`config.mk`:
```
export PLATFORM = sky130hd
export DESIGN_NAME = mod_updown_counter
export DESIGN_NICKNAME = d
export VERILOG_FILES = /design/src/rtl/mod_updown_counter.sv
export SDC_FILE = /design/constraint.sdc
export NUM_CORES = 1
export LEC_CHECK = 0
export ABC_AREA = 1
export CAP_MARGIN = 20
export CORE_AREA = 2 2 39 41
export DETAILED_ROUTE_END_ITERATION = 10
export DIE_AREA = 0 0 41 43
export PLACE_DENSITY_LB_ADDON = 0.1
export SKIP_CTS_REPAIR_TIMING = 1
export SYNTH_ARGS = -nofsm -noshare
export SYNTH_HDL_FRONTEND = slang
export SYNTH_SLANG_ARGS = --single-unit
```
`constraint.sdc`:
```
create_clock -name clk -period 1.4 [get_ports clk]
set_input_delay 0.28 -clock clk [delete_from_list [all_inputs] [get_ports clk]]
set_output_delay 0.28 -clock clk [all_outputs]
set_load 0.01 [all_outputs]
```
`src/rtl/mod_updown_counter.sv`:
```
// Modulo up/down counter over 0..MAX_COUNT with parallel load and wrap or saturate at the limits.
// Registered carry/borrow pulses let instances cascade, one cycle of latency per stage.
module mod_updown_counter #(
  parameter int WIDTH     = 3,
  parameter int MAX_COUNT = 7,
  parameter bit SATURATE  = 1'b0,
  parameter int RESET_VAL = 0
) (
  input  logic             clk,
  input  logic             Reset,
  input  logic             incr,
  input  logic             decr,
  input  logic             load,
  input  logic [WIDTH-1:0] load_val,
  output logic [WIDTH-1:0] out,
  output logic             at_max,
  output logic             at_zero,
  output logic             carry,
  output logic             borrow
);

  if (WIDTH < 1 || WIDTH > 16) begin : g_bad_width
    $error("mod_updown_counter: WIDTH must be in 1..16");
  end
  if (MAX_COUNT < 1 || MAX_COUNT > ((1 << WIDTH) - 1)) begin : g_bad_max
    $error("mod_updown_counter: MAX_COUNT must be in 1..2^WIDTH-1");
  end
  if (RESET_VAL < 0 || RESET_VAL > MAX_COUNT) begin : g_bad_rst
    $error("mod_updown_counter: RESET_VAL must be in 0..MAX_COUNT");
  end

  localparam logic [WIDTH:0]   LP_MAX   = (WIDTH+1)'(MAX_COUNT);
  localparam logic [WIDTH-1:0] LP_MAX_W = WIDTH'(MAX_COUNT);
  localparam logic [WIDTH-1:0] LP_RST   = WIDTH'(RESET_VAL);

  logic [WIDTH-1:0] r_out;
  logic             r_carry;
  logic             r_borrow;

  logic [WIDTH:0]   w_out_ext;
  logic [WIDTH:0]   w_next_ext;
  logic [WIDTH-1:0] w_next;
  logic             w_carry;
  logic             w_borrow;

  assign w_out_ext = {1'b0, r_out};

  // Next value is formed one bit wider; the final clamp also handles oversized loads.
  always_comb begin
    w_next_ext = w_out_ext;
    w_carry    = 1'b0;
    w_borrow   = 1'b0;
    if (load) begin
      w_next_ext = {1'b0, load_val};
    end else if (incr && !decr) begin
      if (w_out_ext == LP_MAX) begin
        w_next_ext = SATURATE ? LP_MAX : '0;
        w_carry    = 1'b1;
      end else begin
        w_next_ext = w_out_ext + (WIDTH+1)'(1);
      end
    end else if (decr && !incr) begin
      if (r_out == '0) begin
        w_next_ext = SATURATE ? '0 : LP_MAX;
        w_borrow   = 1'b1;
      end else begin
        w_next_ext = w_out_ext - (WIDTH+1)'(1);
      end
    end
    w_next = (w_next_ext > LP_MAX) ? LP_MAX_W : w_next_ext[WIDTH-1:0];
  end

  always_ff @(posedge clk) begin
    if (Reset) begin
      r_out    <= LP_RST;
      r_carry  <= 1'b0;
      r_borrow <= 1'b0;
    end else begin
      r_out    <= w_next;
      r_carry  <= w_carry;
      r_borrow <= w_borrow;
    end
  end

  assign out     = r_out;
  assign carry   = r_carry;
  assign borrow  = r_borrow;
  assign at_max  = (w_out_ext == LP_MAX);
  assign at_zero = (r_out == '0);

endmodule

```
Word level (Yosys, flattened, before mapping)
Cells that the tools add are included.
{"block": "word_totals", "out_inout_bits": 7, "inputBits": 8, "reg_bits": 5, "word_cells": 24}
{"block": "classes", "n_lt_le_gt_ge": 1, "eq_ne": 1, "bitwise": 2, "mux": 8, "n_addsub": 2, "reduce_logical": 7}
{"operator": "2-to-1 mux 4 bit", "count": 5}
{"operator": "adder 3 x 1 -> 4 bit, second input constant", "count": 1}
{"operator": "greater-than comparator 4 x 3 -> 1 bit, second input constant", "count": 1}
{"operator": "OR reduction 4 bit", "count": 1}
{"operator": "subtractor 3 x 1 -> 4 bit, second input constant", "count": 1}
{"operator": "equality test 3 bit, second input constant", "count": 1}
{"operator": "logical NOT 3 bit", "count": 1}
{"operator": "2-to-1 mux 3 bit", "count": 1}
{"operator": "OR reduction 3 bit", "count": 1}
{"operator": "logical AND 1 bit", "count": 2}
{"operator": "logical NOT 1 bit", "count": 2}
{"operator": "2-to-1 mux 1 bit", "count": 2}
{"operator": "inverter 1 bit", "count": 2}

Longest topological paths before layout
Gate-level depths: netlist of the first run.
{"block": "logic_depth", "word_depth": 7, "depth_mapped": 11, "mapped_depth_nobuf": 11}

Worst setup path before layout of the first run
No wires, ideal clock.
{"block": "synth_path", "path_kind": "reg-to-reg", "start": "reg r_out[0] (netlist: out[0])", "end": "reg r_out[0] (netlist: out[0])", "setup_slack_ps": 16, "setup_time_ps": 111, "stages_incl_launch_ff": 12, "required_ps": 1289, "n_path_buf": 0, "synth_period_minus_slack_ps": 1384, "t_arrival_ps": 1273, "path_cell_list": "dfxtp_1 > inv_1 > ha_1 > inv_1 > nor2_1 > nor2_1 > nand2_1 > nand2_1 > nand2_2 > nand2_1 > nor2_1 > nor2_1"}
{"block": "synth_between", "elab_chain_cells": 7, "word_cells_on_any_way": 11, "cone_classes": "add/sub (2); order compare (1); eq/ne (1); mux (6); reduce/logical (1)"}
{"item": "from (decl)", "line_no": "36", "rtl": "logic [WIDTH-1:0] r_out;"}
{"item": "from (signal assigned)", "line_no": "79", "rtl": "r_out <= w_next;"}
{"item": "logical NOT 3 bit (*)"}
{"item": "net at_zero", "line_no": "17", "rtl": "output logic at_zero,"}
{"item": "2-to-1 mux 4 bit (*)", "line_no": "63", "rtl": "if (r_out == '0) begin"}
{"item": "2-to-1 mux 4 bit (*)", "line_no": "62", "rtl": "end else if (decr && !incr) begin"}
{"item": "2-to-1 mux 4 bit (*)", "line_no": "55", "rtl": "end else if (incr && !decr) begin"}
{"item": "2-to-1 mux 4 bit (*)", "line_no": "53", "rtl": "if (load) begin"}
{"item": "greater-than comparator 4 x 3 -> 1 bit", "line_no": "70", "rtl": "w_next = (w_next_ext > LP_MAX) ? LP_MAX_W : w_next_ext[WIDTH-1:0];"}
{"item": "2-to-1 mux 3 bit (*)", "line_no": "70"}
Mark *: on every way through the listed nets, which the timed path passes. The rest lies on a longest branch.
A chain may end at the register's enable or synchronous reset.

Final worst setup path of the first run
{"block": "layout_path", "start": "reg r_out[0] (netlist: out[0])", "end": "out at_zero"}
{"block": "layout_between", "elab_chain_cells": 1}
{"item": "logical NOT 3 bit", "line_no": "89", "rtl": "assign at_zero = (r_out == '0);"}
{"item": "to (decl)", "line_no": "17"}
No other way between the ends.

==> flow_summary.json, run 1 <==
{
  "fin_skew_ns": 0.00295,
  "layout_commonest_cell": "nand2_1",
  "die_w_um": 41,
  "fin_crit_sh_pct": 99.4,
  "hold_viol": 0,
  "dieArea_um2": 1760,
  "grt_usage_pct": 16.2,
  "htree_levels": 1,
  "reg2reg_depth": 10,
  "worstPathRequired_ns": 1.12,
  "p_switching_w": 0.000166,
  "powerDensity_nw_per_um2": 716,
  "n_antenna_cell": 0,
  "hpwl_um": 896,
  "routed_via_density": 4.39,
  "fin_crit_ns": 1.39,
  "slew_viol_final": 0,
  "core_area_um2": 1380,
  "cp.depth": 5,
  "hold_slack_ns": 0.596,
  "cp-start-kind": "flop",
  "internal_power_w": 0.000355,
  "hold_path.class": "in2reg",
  "drc": 0,
  "antenna_found_initial": 0,
  "yosysTopAreaCell": "dfxtp_1",
  "ios": 15,
  "grt_pass1_wl_mm": 1.84,
  "netlist-cell-type-count": 14,
  "final_util_pct": 52.6,
  "cp_num_buf_inv": 3,
  "row_count": 14,
  "nets": 109,
  "ant_nets": 0,
  "power_switching_share_pct": 31.9,
  "irDropWorstVdd_v": 0.000372,
  "critPathCaptureType": "primary output",
  "clock.fmax_mhz": 718,
  "pwr-share-seq_pct": 31.8,
  "cts_buffers": 3,
  "wire_per_inst_um": 10.0,
  "status": "finished clean",
  "clock_power_share_pct": 32.8,
  "clk_pin_slew_ns": 0.04,
  "cap_violations": 0,
  "vias": 492,
  "clkSinkCount": 5,
  "drive_gt1_share_pct": 34.4,
  "syn2layout_area_growth_pct": 84.2,
  "clock_path_buffers": 2,
  "rsz0062_at_grt": "true",
  "synthCells": 67,
  "io_buffer_count": 14,
  "synth_area_um2": 395,
  "tightest_slew_ns": 0.274,
  "worst_ep_arrival_time_ns": 1.11,
  "crit_type": "reg2out",
  "grt_pass1_vias": 485,
  "fin_setup_tns_ns": 0,
  "fp.dieH_um": 43,
  "place_congestion": 0.736,
  "syn_area_per_cell_um2": 5.90,
  "drt_iter0_drc": 6,
  "wirelength_mm": 1.12,
  "ys_seq_area_share_pct": 25.3,
  "crit_slowest_cell": "dfxtp_4",
  "synthTopCellsByArea": "dfxtp_1 (25%), nand2_1 (20%), ha_1 (13%)",
  "cp_slowest_stage_delay_ns": 0.36,
  "fill_cells": 148,
  "grt_max_degree": 6,
  "cts_tree": "yes",
  "overflow": 0,
  "first_pass_iters": 4,
  "crit_fanout": 4,
  "yosys_warnings": 0,
  "worstPathCellList": "inv_2, ha_2, inv_1, nor2_2, buf_2",
  "setup_violations": 0,
  "synth_nets": 79,
  "synth_top_area_share_pct": 25.3,
  "ys_ff_latch": 5,
  "layout_common_cells": "nand2_1 (21), buf_4 (10), inv_1 (8), clkdlybuf4s50_1 (8), nor2_1 (7)",
  "slew_headroom_pct": 81.5,
  "clk-insertion-delay-late_ns": 0.24,
  "power_frac_comb_pct": 35.4,
  "initial_core_util_pct": 28.6,
  "min_path_cells": 2,
  "cp_top_family": "flip-flops",
  "root_buffer": "clkbuf_4",
  "leakage_nw": 0.412
}
-- logic make-up (layout without fill, tap and decap cells) --
kind of cell | Yosys count | count (layout) | synth area share [%]
adder cells (fa/ha/maj) | 4 | 4 | 12.7
AO/OA/AOI/OAI | 7 | 7 | 9.81
flip-flops | 5 | 5 | 25.3
buffers and inverters | 12 | 41 | 11.4
AND/OR/NAND/NOR | 39 | 39 | 40.8
-- Yosys cell counts --
| library cell | number |
|---|---|
| nand2_1 | 21 |
| inv_1 | 10 |
| nor2_1 | 9 |
| dfxtp_1 | 5 |
| nand3_1 | 5 |
| ha_1 | 4 |
| a21oi_1 | 3 |
| inv_2 | 2 |
| nor3_1 | 2 |
| o21ai_0 | 2 |
| a21oi_2 | 1 |
| nand2_2 | 1 |
| nand3b_1 | 1 |
| o21ai_1 | 1 |
-- sequential cells by signal (all words and copies together), names as in the netlist --
signal and flops:
borrow 1, carry 1, out 3
-- final cells by class --
| type | count | area (µm²) | area share (%) |
|---|---|---|---|
| Tap cell | 16 | 20.0 | 2.75 |
| Clock buffer | 4 | 26.3 | 3.61 |
| Sequential cell | 5 | 106 | 14.6 |
| Inverter | 12 | 45.0 | 6.19 |
| Timing Repair Buffer | 25 | 226 | 31.1 |
| Multi-Input combinational cell | 50 | 304 | 41.8 |
-- per-stage QoR --
stage | instances | setup slack (ns) | power [W] | cell area, µm²
after floorplan | 67 | 0.0158 | 0.000246 | 395
after global placement | 108 | -0.198 | 0.000341 | 638
after detailed placement | 108 | -0.181 | 0.000339 | 638
after CTS | 112 | -0.456 | 0.000519 | 664
after global routing | 112 | -0.0679 | 0.000561 | 728
final | 112 | 0.00803 | 0.000521 | 728
-- power by group through the flow --
stage | Combinational [W] | Clock [W] | Sequential [W]
6_report | 0.000185 | 0.000171 | 0.000166
5_1_grt | 0.000209 | 0.000186 | 0.000167
4_1_cts | 0.000178 | 0.000181 | 0.000161
3_5_place_dp | 0.000176 | 0 | 0.000163
3_3_place_gp | 0.000178 | 0 | 0.000163
2_1_floorplan | 0.0000802 | 0 | 0.000166
-- path summary, 6_finish.rpt --
check / from / to / slack (ns)
setup / recovery: out[0]$_SDFF_PP0_ / at_zero / 0.008
hold / removal: Reset / out[0]$_SDFF_PP0_ / 0.60
setup reg to reg: out[0]$_SDFF_PP0_ / out[0]$_SDFF_PP0_ / 0.03
hold reg to reg: out[2]$_SDFF_PP0_ / borrow$_SDFF_PP0_ / 0.71
-- layer usage --
| metal | vias to the layer above | global-route usage, % | wire (µm) |
|---|---|---|---|
| met5 | - | 0 | 0 |
| li1 | 267 | - | - |
| met2 | 9 | 25.0 | 601 |
| met3 | 0 | 4.71 | 53 |
| met4 | 0 | 10.0 | 0 |
| met1 | 216 | 18.4 | 469 |
No activity file was read; power rests on OpenSTA's default activity.
==> run 2: changes to the inputs <==
--- a/config.mk
+++ b/config.mk
@@ -8,6 +8,7 @@
 export ABC_AREA = 1
 export CAP_MARGIN = 20
 export CORE_AREA = 2 2 39 41
+export CTS_CLUSTER_SIZE = 8
 export DETAILED_ROUTE_END_ITERATION = 10
 export DIE_AREA = 0 0 41 43
 export PLACE_DENSITY_LB_ADDON = 0.1
==> results of run 2 <==
Final layout, timing and power as in run 1 (identical DEF).
